===== src/rtl/mrnaiso_pkg.sv =====
// Shared definitions for the mRNA isolation sequencer: state encoding,
// valve bit map, peristaltic pump phase table and the per-state valve pattern.
package mrnaiso_pkg;

  typedef enum logic [3:0] {
    ST_IDLE       = 4'd0,
    ST_LOAD_CELLS = 4'd1,
    ST_LOAD_BEADS = 4'd2,
    ST_LYSIS      = 4'd3,
    ST_MIX        = 4'd4,
    ST_SEPARATE   = 4'd5,
    ST_WASTE      = 4'd6,
    ST_COLLECT    = 4'd7
  } state_t;

  localparam int NUM_VALVES  = 13;
  localparam int V_COLLECT   = 0;
  localparam int V_LYSIS_IN  = 1;
  localparam int V_LYSIS_OUT = 2;
  localparam int V_PUSH      = 3;
  localparam int V_PUMP1     = 4;
  localparam int V_PUMP2     = 5;
  localparam int V_PUMP3     = 6;
  localparam int V_SEP       = 7;
  localparam int V_SIEVE     = 8;
  localparam int V_WASTE     = 9;
  localparam int V_BEADS     = 10;
  localparam int V_CELLS_IN  = 11;
  localparam int V_CELLS_OUT = 12;

  // Pump valves {pump3, pump2, pump1}; 1 = closed. Six-phase peristaltic wave.
  localparam int NUM_PHASES = 6;
  localparam logic [2:0] PUMP_PHASE [NUM_PHASES] = '{
    3'b001, 3'b011, 3'b010, 3'b110, 3'b100, 3'b101
  };

  // Valve drive for a given state; everything not opened stays pressurised.
  function automatic logic [NUM_VALVES-1:0] valve_pattern(input state_t s,
                                                          input logic [2:0] phase);
    logic [NUM_VALVES-1:0] v;
    v = '1;
    case (s)
      ST_LOAD_CELLS: begin
        v[V_CELLS_IN]  = 1'b0;
        v[V_CELLS_OUT] = 1'b0;
      end
      ST_LOAD_BEADS: v[V_BEADS] = 1'b0;
      ST_LYSIS: begin
        v[V_LYSIS_IN]  = 1'b0;
        v[V_LYSIS_OUT] = 1'b0;
      end
      ST_MIX:      v[V_PUMP3:V_PUMP1] = PUMP_PHASE[phase];
      ST_SEPARATE: v[V_SEP] = 1'b0;
      ST_WASTE: begin
        v[V_WASTE] = 1'b0;
        v[V_PUSH]  = 1'b0;
      end
      ST_COLLECT: begin
        v[V_COLLECT] = 1'b0;
        v[V_PUSH]    = 1'b0;
      end
      default: ;
    endcase
    return v;
  endfunction

endpackage


===== src/rtl/mrnaiso_tick_gen.sv =====
// Prescaler: emits a one-cycle tick every TICK_DIV clocks; synchronous clear
// restarts the count so every state begins on a fresh tick boundary.
module mrnaiso_tick_gen #(
  parameter int TICK_DIV = 1000
) (
  input  logic clk,
  input  logic rst_n,
  input  logic clear,
  output logic tick
);

  localparam logic [15:0] CNT_LAST = 16'(TICK_DIV - 1);

  logic [15:0] cnt;

  assign tick = (cnt == CNT_LAST);

  // Count clocks, wrapping on the tick cycle or restarting on clear.
  // NOTE: an asynchronous reset belongs in the sensitivity list; the reset branch must come first.
  always_ff @(posedge clk or negedge rst_n) begin
    if (!rst_n) begin
      cnt <= '0;
    end else if (clear || tick) begin
      cnt <= '0;
    end else begin
      cnt <= cnt + 16'd1;
    end
  end

endmodule


===== src/rtl/mrnaiso_sequencer.sv =====
// Fixed-order mRNA isolation sequencer: walks LOAD_CELLS..COLLECT on prescaled
// ticks, driving the control valves, with abort and a completion pulse.
module mrnaiso_sequencer
  import mrnaiso_pkg::*;
#(
  parameter int TICK_DIV   = 1000,
  parameter int STEP_TICKS = 16,
  parameter int MIX_CYCLES = 8
) (
  input  logic        clk,
  input  logic        rst_n,
  input  logic        start,
  input  logic        abort,
  output logic [12:0] valve_ctrl,
  output logic [3:0]  step,
  output logic        busy,
  output logic        done
);

  localparam logic [15:0] STEP_LAST = 16'(STEP_TICKS - 1);
  localparam logic [15:0] MIX_LAST  = 16'(NUM_PHASES * MIX_CYCLES - 1);
  localparam logic [2:0]  PH_LAST   = 3'(NUM_PHASES - 1);

  state_t      state_q, state_d;
  logic [15:0] tick_cnt_q, tick_cnt_d;
  logic [2:0]  phase_q, phase_d;
  logic [12:0] valve_d;
  logic        done_d;
  logic        tick, expire, clear;

  mrnaiso_tick_gen #(.TICK_DIV(TICK_DIV)) u_tick_gen (
    .clk   (clk),
    .rst_n (rst_n),
    .clear (clear),
    .tick  (tick)
  );

  // The tick counter is only compared for equality; leaving the state stops it.
  assign expire = tick && (tick_cnt_q == ((state_q == ST_MIX) ? MIX_LAST : STEP_LAST));
  // Any state change (and all of IDLE) restarts prescaler, tick count and phase.
  assign clear  = (state_d != state_q) || (state_q == ST_IDLE);

  // State, tick counter and pump phase registers.
  // NOTE: sequential state uses non-blocking assignments so all registers update together.
  always_ff @(posedge clk or negedge rst_n) begin
    if (!rst_n) begin
      state_q    <= ST_IDLE;
      tick_cnt_q <= '0;
      phase_q    <= '0;
    end else begin
      state_q    <= state_d;
      tick_cnt_q <= tick_cnt_d;
      phase_q    <= phase_d;
    end
  end

  // Next state: start from IDLE, abort beats expiry, strict encoding order.
  // NOTE: every always_comb output gets a default first so no latch is inferred.
  always_comb begin
    state_d    = state_q;
    tick_cnt_d = tick_cnt_q;
    phase_d    = phase_q;
    case (state_q)
      ST_IDLE: if (start && !abort) state_d = ST_LOAD_CELLS;
      default: begin
        if (abort) begin
          state_d = ST_IDLE;
        end else if (expire) begin
          state_d = (state_q == ST_COLLECT) ? ST_IDLE : state_t'(state_q + 4'd1);
        end
      end
    endcase
    if (clear) begin
      tick_cnt_d = '0;
      phase_d    = '0;
    end else if (tick) begin
      tick_cnt_d = tick_cnt_q + 16'd1;
      if (state_q == ST_MIX) phase_d = (phase_q == PH_LAST) ? 3'd0 : phase_q + 3'd1;
    end
  end

  // Registered outputs are computed from the next state so they move with it.
  always_comb begin
    valve_d = valve_pattern(state_d, phase_d);
    done_d  = (state_q == ST_COLLECT) && expire && !abort;
  end

  // Output registers.
  always_ff @(posedge clk or negedge rst_n) begin
    if (!rst_n) begin
      valve_ctrl <= 13'h1FFF;
      done       <= 1'b0;
    end else begin
      valve_ctrl <= valve_d;
      done       <= done_d;
    end
  end

  assign step = state_q;
  assign busy = (state_q != ST_IDLE);

endmodule

===== config.mk =====
export PLATFORM = sky130hd
export DESIGN_NAME = mrnaiso_sequencer
export DESIGN_NICKNAME = d
export VERILOG_FILES = /design/src/rtl/mrnaiso_pkg.sv /design/src/rtl/mrnaiso_tick_gen.sv /design/src/rtl/mrnaiso_sequencer.sv
export SDC_FILE = /design/constraint.sdc
export NUM_CORES = 1
export LEC_CHECK = 0
export BUFFER_PORTS_ARGS = -buffer_cell sky130_fd_sc_hd__buf_2
export CORE_ASPECT_RATIO = 1.5
export CORE_MARGIN = 3
export CORE_UTILIZATION = 53
export DETAILED_ROUTE_END_ITERATION = 8
export PLACE_DENSITY = 0.71
export SLEW_MARGIN = 20
export SYNTH_ARGS = -nofsm -noshare
export SYNTH_HDL_FRONTEND = slang
export SYNTH_HIERARCHICAL = 1
export SYNTH_SLANG_ARGS = --single-unit

===== constraint.sdc =====
create_clock -name clk -period 3.3 [get_ports clk]
set_input_delay 0.33 -clock clk [delete_from_list [all_inputs] [get_ports clk]]
set_output_delay 0.33 -clock clk [all_outputs]
set_load 0.005 [all_outputs]

; Word-level counts from Yosys, hierarchy flattened
; Memory sizes are Yosys's and may differ from the RTL's.
; Cells that the tools add are included.
[totals]
register_bits = 52
rom_bits = 24
input_bits = 4
out_inout_bits = 19
elab_cells = 60
mem_count = 1
[mem_list]
columns = name, depth, width, read_ports, rd_ports_with_merged_regs, write_ports, line
row1 = (name not given), 8, 3, 1, 0, 0, mrnaiso_pkg.sv:52  ; ST_MIX: v[V_PUMP3:V_PUMP1] = PUMP_PHASE[phase];
[op_classes]
n_addsub = 4
n_lt_le_gt_ge = 1
eq_ne = 13
n_mux = 23
n_bitwise = 1
reduce_logical = 11
[op_table]
columns = cell, count
row1 = 16-bit 2-to-1 mux, 3
row2 = "16-bit by 1-bit adder with 16-bit output, second input constant", 2
row3 = "4-bit by 3-bit == test with 1-bit output, second input constant", 6
row4 = 3-bit 2-to-1 mux, 7
row5 = 4-bit 2-to-1 mux, 5
row6 = "16-bit by 10-bit == test with 1-bit output, second input constant", 1
row7 = 16-bit by 6-bit == test with 1-bit output, 1
row8 = "4-bit by 2-bit == test with 1-bit output, second input constant", 2
row9 = 6-bit 2-to-1 mux, 1
row10 = 1-bit 2-to-1 mux, 5
row11 = "4-bit by 1-bit adder with 4-bit output, second input constant", 1
row12 = "4-bit by 1-bit == test with 1-bit output, second input constant", 1
row13 = "4-bit greater-or-equal comparator, second input constant", 1
row14 = 1-bit logical AND, 4
row15 = 4-bit zero test, 1
row16 = 2-bit 2-to-1 mux, 2
row17 = 4-bit inequality test, 1
row18 = 3-bit inverter with 4-bit output, 1
row19 = 4-bit nonzero test, 1
row20 = "3-bit by 1-bit adder with 3-bit output, second input constant", 1
row21 = "3-bit == test, second input constant", 1
row22 = 1-bit logical OR, 2
row23 = 2-bit nonzero test, 1
row24 = 2-bit OR reduction, 1
row25 = 1-bit zero test, 1

; Depth between registers and ports, before layout
[logic_depth]
depth_word = 15
ltp_mapped = 15

; Modules after synthesis
; Netlist, hierarchy kept.
[modules_own_cells]
columns = module, n_inst, cells_each, area_each_um2, seq_area_each_um2
row1 = mrnaiso_sequencer, 1, 206, 1899.3, 863.3
row2 = mrnaiso_tick_gen, 1, 83, 830.8, 400.4

; Worst setup path before layout
; No wires, ideal clock.
[synth_path]
path_kind = register to register
startpoint = register u_tick_gen.cnt[0]
endpoint = register u_tick_gen.cnt[11]
arrival_time_ps = 2984
required_time_ps = 3181
path_slack_ps = 198
stages_incl_launch_ff = 16
path_buffers = 6
synth_period_minus_slack_ps = 3102
cell_sequence = dfrtp_1 -> ha_1 -> or4b_1 -> nor4_2 -> buf_4 -> and4_1 -> buf_4 -> and4_1 -> buf_6 -> a21oi_1 -> o21ai_1 -> buf_2 -> or2_1 -> buf_6 -> buf_12 -> nor2_1
[synth_between]
elab_chain_cells = 9
word_cells_on_any_way = 10
cone_classes = add/sub (1) / eq/ne (2) / mux (4) / reduce/logical (3)
[synth_lines]
columns = element, line
row1 = from (decl), mrnaiso_tick_gen.sv:14  ; logic [15:0] cnt;
row2 = from (signal assigned), mrnaiso_tick_gen.sv:26  ; cnt <= cnt + 16'd1;
row3 = 16-bit by 10-bit == test with 1-bit output, mrnaiso_tick_gen.sv:16  ; assign tick = (cnt == CNT_LAST);
row4 = via tick, mrnaiso_sequencer.sv:29  ; logic tick, expire, clear;
row5 = 1-bit logical AND, mrnaiso_sequencer.sv:39  ; assign expire = tick && (tick_cnt_q == ((state_q == ST_MIX) ? MIX_LAST : STEP_LAST));
row6 = 4-bit 2-to-1 mux, mrnaiso_sequencer.sv:68  ; end else if (expire) begin
row7 = 4-bit 2-to-1 mux, mrnaiso_sequencer.sv:66  ; if (abort) begin
row8 = 4-bit 2-to-1 mux, mrnaiso_sequencer.sv:63  ; case (state_q)
row9 = 4-bit inequality test, mrnaiso_sequencer.sv:41  ; assign clear = (state_d != state_q) || (state_q == ST_IDLE);
row10 = 1-bit logical OR, mrnaiso_sequencer.sv:41
row11 = via clear, mrnaiso_sequencer.sv:29
row12 = 1-bit logical OR, mrnaiso_tick_gen.sv:23  ; end else if (clear || tick) begin
row13 = 16-bit 2-to-1 mux, mrnaiso_tick_gen.sv:23
; The timed path passes the listed nets, and every way through them passes these cells.
; A chain may end at the register's enable or synchronous reset.

; Worst setup path after layout
[layout_path]
startpoint = register u_tick_gen.cnt[0]
endpoint = register u_tick_gen.cnt[4]
[layout_between]
elab_chain_cells = 9
word_cells_on_any_way = 10
cone_classes = add/sub (1) / eq/ne (2) / mux (4) / reduce/logical (3)
[layout_lines]
columns = element, line
row1 = 16-bit by 10-bit == test with 1-bit output *, mrnaiso_tick_gen.sv:16
row2 = via tick, mrnaiso_sequencer.sv:29
row3 = 1-bit logical AND, mrnaiso_sequencer.sv:39
row4 = 4-bit 2-to-1 mux, mrnaiso_sequencer.sv:68
row5 = 4-bit 2-to-1 mux, mrnaiso_sequencer.sv:66
row6 = 4-bit 2-to-1 mux, mrnaiso_sequencer.sv:63
row7 = 4-bit inequality test, mrnaiso_sequencer.sv:41
row8 = 1-bit logical OR, mrnaiso_sequencer.sv:41
row9 = 1-bit logical OR *, mrnaiso_tick_gen.sv:23
row10 = 16-bit 2-to-1 mux *, mrnaiso_tick_gen.sv:23
; The timed path passes the listed nets; every way through them passes the cells marked *.

==> impl_metrics.csv <==
group,metric,value,unit
floorplanning,design.die.area,0.00607,mm2
synthesis,seq_cells_post_synth,50,
synthesis,synth_sequential_area_ratio,0.463,
placed_design,placed_cells_incl_taps,362,
worst_setup_path,cp_num_buf_inv,0,
power_and_ir_drop,cellPowerDensity,447,mW/mm2
detailed_routing,avgRoutedWirePerCell,14.0,um
cts,cts_max_level,2,
worst_setup_path,crit_path_start_kind,"register",
timing,slew-limit-headroom,0.482,
detailed_routing,post_drt_via_cell_ratio,5.53,
detailed_routing,drt_first_iter_violations,132,
placed_design,gp_congestion,0.919,
final_layout,layout.cells.non_filler,370,
worst_setup_path,reg2reg_to,"u_tick_gen/cnt[4]",
cts,worst_skew_pair.late_latency,0.31,ns
worst_setup_path,critical_path_class,"register to register",
power_and_ir_drop,net-switching-power,0.000421,W
floorplanning,chipHeight,93.9,um
worst_setup_path,timing.critical_path.arrival,3.14,ns
floorplanning,initial_utilization,0.559,
grt,grt_max_degree,37,
cts,tritoncts_clock_tree,"built",
synthesis,syn_nets,297,
job,timing.max_cap.violations,0,
timing,setup_tns,0,ns
final_layout,drive_gt1_frac,0.171,
worst_setup_path,critical-path-top-cell-by-count,"sky130_fd_sc_hd__and4_1",
timing,worst-slew-pin-transition,0.777,ns
run_status,run_status,"completed",
worst_setup_path,critPathMaxFanout,15,
grt,number_of_antenna_violations_at_the_first_check_in_global_routing,0,
detailed_routing,wl,5200,um
cts,ctsRootBufferMaster,"sky130_fd_sc_hd__clkbuf_8",
synthesis,synth_cells,289,
timing,setup_viol_count_final,0,
final_layout,antenna-diode-count,0,
synthesis,synth_warnings,6,
synthesis,netlist_area_before_placement,0.00273,mm2
worst_setup_path,reg2reg_depth,9,
timing,fin_crit,2.95,ns
min_path,hold_path.class,"input port to async pin",
worst_setup_path,worstPathCellList,"ha_1, or4b_1, nor4_2, and4_1, and4_1, a21oi_1, o21ai_1, or2_2, nor2_1",
detailed_routing,highest_layer,"met4",
worst_setup_path,endpoint_kind,"register",
synthesis,synth_enable_flop_cells,0,
grt,first_global_vias,2016,
grt,grt_pass1_wl,9170,um
timing,final.setup_skew,0.00783,ns
power_and_ir_drop,p_total,0.00131,W
floorplanning,dieWidth,64.6,um
cts,cts-buffers-inserted,5,
floorplanning,ioPinCount,23,
floorplanning,design.core.area,0.00489,mm2
power_and_ir_drop,clockPowerShare,0.288,
worst_setup_path,r2r-start,"u_tick_gen/cnt[0]",
cts,cts.repair_timing.setup_buffer_count,0,
detailed_routing,route.detailed.drc,0,
power_and_ir_drop,pwr-share-comb,0.202,
grt,globalRouteOverflowTotal,0,
synthesis,dominantRegCellSynth,"sky130_fd_sc_hd__dfrtp_1",
timing,unrepaired_setup_endpoints_after_global_routing,"no",
power_and_ir_drop,power.sequential.fraction,0.510,
timing,timing.fmax,0.339,GHz
worst_setup_path,crit_path_max_incr_delay,0.46,ns
cts,cts_buffer_depth,2,
worst_setup_path,critical_path.slowest_cell,"sky130_fd_sc_hd__or4b_1",
cts,register_clock_pin_slew_on_the_reported_worst_setup_and_hold_paths,0.09,ns
power_and_ir_drop,p_int,0.000885,W
synthesis,avgSynthCellArea,9.45,um2
worst_setup_path,setup.reg_to_reg.worst_slack,0.35,ns
timing,hold_violations,0,
floorplanning,row_count,31,
synthesis,netlist-cell-type-count,52,
detailed_routing,drt-pass1-iter-count,4,
timing,finalCritPeriodShare,0.895,
power_and_ir_drop,switching_share,0.322,
detailed_routing,drt-met1-wl,2140,um
cts,cts.sink_count,50,
final_layout,design.final.nets,311,
grt,groute.usage.overall,0.194,
detailed_routing,met3_wirelength,151,um
worst_setup_path,critPathTopFamily,"simple AND/OR/NAND/NOR gates",
detailed_routing,ant_nets,0,
synthesis,asyncSetResetFlopFracSynth,1.00,
power_and_ir_drop,static-leakage-power,1.13,nW
placed_design,buffer_ports.inserted,21,
placed_design,dp.final_hpwl,3820,um
power_and_ir_drop,power.ir.vdd_worst,0.252,mV
detailed_routing,num_vias,2047,
detailed_routing,route.met2.wl,2750,um
final_layout,area_growth_syn_to_layout,7.06,%
timing,drv_slew,0,
worst_setup_path,worst_ep_required_time,3.49,ns
per-stage QoR:
stage | worst slack (ns) | hold WS [ns] | area [um2] | utilization
floorplan | 0.198 | 0.0344 | 2730 | -
detailed placement | 0.161 | 0.456 | 2810 | 0.576
global placement | 0.238 | 0.452 | 2810 | 0.576
finish | 0.348 | 0.0894 | 2920 | 0.598
global route | 0.0532 | 0.159 | 2920 | 0.598
CTS | 0.141 | 0.116 | 2910 | 0.596
how the worst max path moves through the flow:
| stage | from | to | cells past startpoint |
|---|---|---|---|
| 3_3_place_gp | u_tick_gen/cnt[0] | valve_ctrl[2] | 9 |
| 5_1_grt | u_tick_gen/cnt[0] | valve_ctrl[6] | 9 |
| 2_1_floorplan | u_tick_gen/cnt[0] | u_tick_gen/cnt[11] | 15 |
| 4_1_cts | u_tick_gen/cnt[0] | valve_ctrl[2] | 9 |
| 3_5_place_dp | u_tick_gen/cnt[0] | valve_ctrl[2] | 9 |
| 6_report | u_tick_gen/cnt[0] | u_tick_gen/cnt[4] | 9 |
cell usage after synthesis (all sizes together) (2+ instances only):
master | n | area (um2)
a21oi | 10 | 50.1
and3 | 2 | 12.5
and4 | 5 | 45.0
buf | 14 | 115
clkbuf | 3 | 11.3
dfrtp | 40 | 1000
dfstp | 10 | 263
ha | 4 | 50.1
inv | 13 | 48.8
mux2i | 2 | 20.0
nand2 | 18 | 75.1
nand2b | 3 | 18.8
nand3 | 16 | 85.1
nand4 | 10 | 62.6
nor2 | 50 | 188
nor3 | 8 | 40.0
nor3b | 2 | 15.0
nor4 | 7 | 50.1
o211ai | 5 | 37.5
o21a | 2 | 15.0
o21ai | 12 | 60.1
o22ai | 2 | 12.5
or2 | 2 | 12.5
or4 | 2 | 18.8
or4b | 2 | 20.0
xnor2 | 23 | 201
xor2 | 8 | 88.8
state kept, by name, indices dropped and copies added, names as in the netlist:
name	flops
u_tick_gen/cnt	16
step	4
tick_cnt_q	16
phase_q	3
done	1
valve_ctrl	10
cell families (layout without fill, tap and decap cells):
kind of cell / Yosys count / in the layout / synth area share
AOI/OAI and AO/OA: 36 / 36 / 0.0793
xor gates and xnor gates: 31 / 31 / 0.106
adders and majority gates: 4 / 4 / 0.0183
buffers and inverters: 30 / 45 / 0.0642
DFF: 50 / 50 / 0.463
muxes: 2 / 2 / 0.00733
other: 1 / 1 / 0.00137
and+or+nand+nor: 135 / 135 / 0.260
final cells by class:
type                    count  area, um2
fillers                   473       1960
flip-flops and latches     50       1260
inverters                  13       48.8
clock inverters             3       28.8
multi-input cells         209       1300
well taps                  66       82.6
clock buffers               5       68.8
repair buffers             24        128
placed cells by master, fill, tap and decap left out, drive strengths merged, types with 2 or more instances in the layout:
cell / netlist / layout
nor2: 50 / 50
dfrtp: 40 / 40
buf: 14 / 24
xnor2: 23 / 23
nand2: 18 / 18
nand3: 16 / 16
inv: 13 / 14
o21ai: 12 / 12
nand4: 10 / 10
a21oi: 10 / 10
dfstp: 10 / 10
nor3: 8 / 8
xor2: 8 / 8
nor4: 7 / 7
o211ai: 5 / 5
clkbuf: 3 / 5
and4: 5 / 5
ha: 4 / 4
nand2b: 3 / 3
nor3b: 2 / 2
and3: 2 / 2
o21a: 2 / 2
or2: 2 / 2
mux2i: 2 / 2
o22ai: 2 / 2
clkinv: 0 / 2
or4b: 2 / 2
or4: 2 / 2
metal layers:
layer	vias up	GRT usage
li1	1021	-
met1	978	0.217
met2	38	0.348
met3	10	0.0335
met4	0	0.0952
met5	-	0
power by group through the flow:
stage | registers (W) | clock network (W) | logic, W
3_5_place_dp | 0.000679 | 0 | 0.000263
6_report | 0.000667 | 0.000376 | 0.000264
2_1_floorplan | 0.000675 | 0 | 0.000213
3_3_place_gp | 0.000677 | 0 | 0.000258
5_1_grt | 0.000673 | 0.000412 | 0.000300
4_1_cts | 0.000667 | 0.000389 | 0.000263
worst register-to-register path: cells and delay by family, from the launching register on:
| family | cells | cell delay (ns) |
|---|---|---|
| compound gates | 2 | 0.28 |
| flops | 1 | 0.41 |
| fa+ha+maj | 1 | 0.24 |
| simple gates | 6 | 1.91 |
timing repair:
item                                    in CTS  in global routing
gates resized for setup                      0                  3
endpoints found under the setup margin       0                 21
hold buffers                                 0                  0
endpoints found under the hold margin        0                  0
No activity file was read; power rests on OpenSTA's default activity.
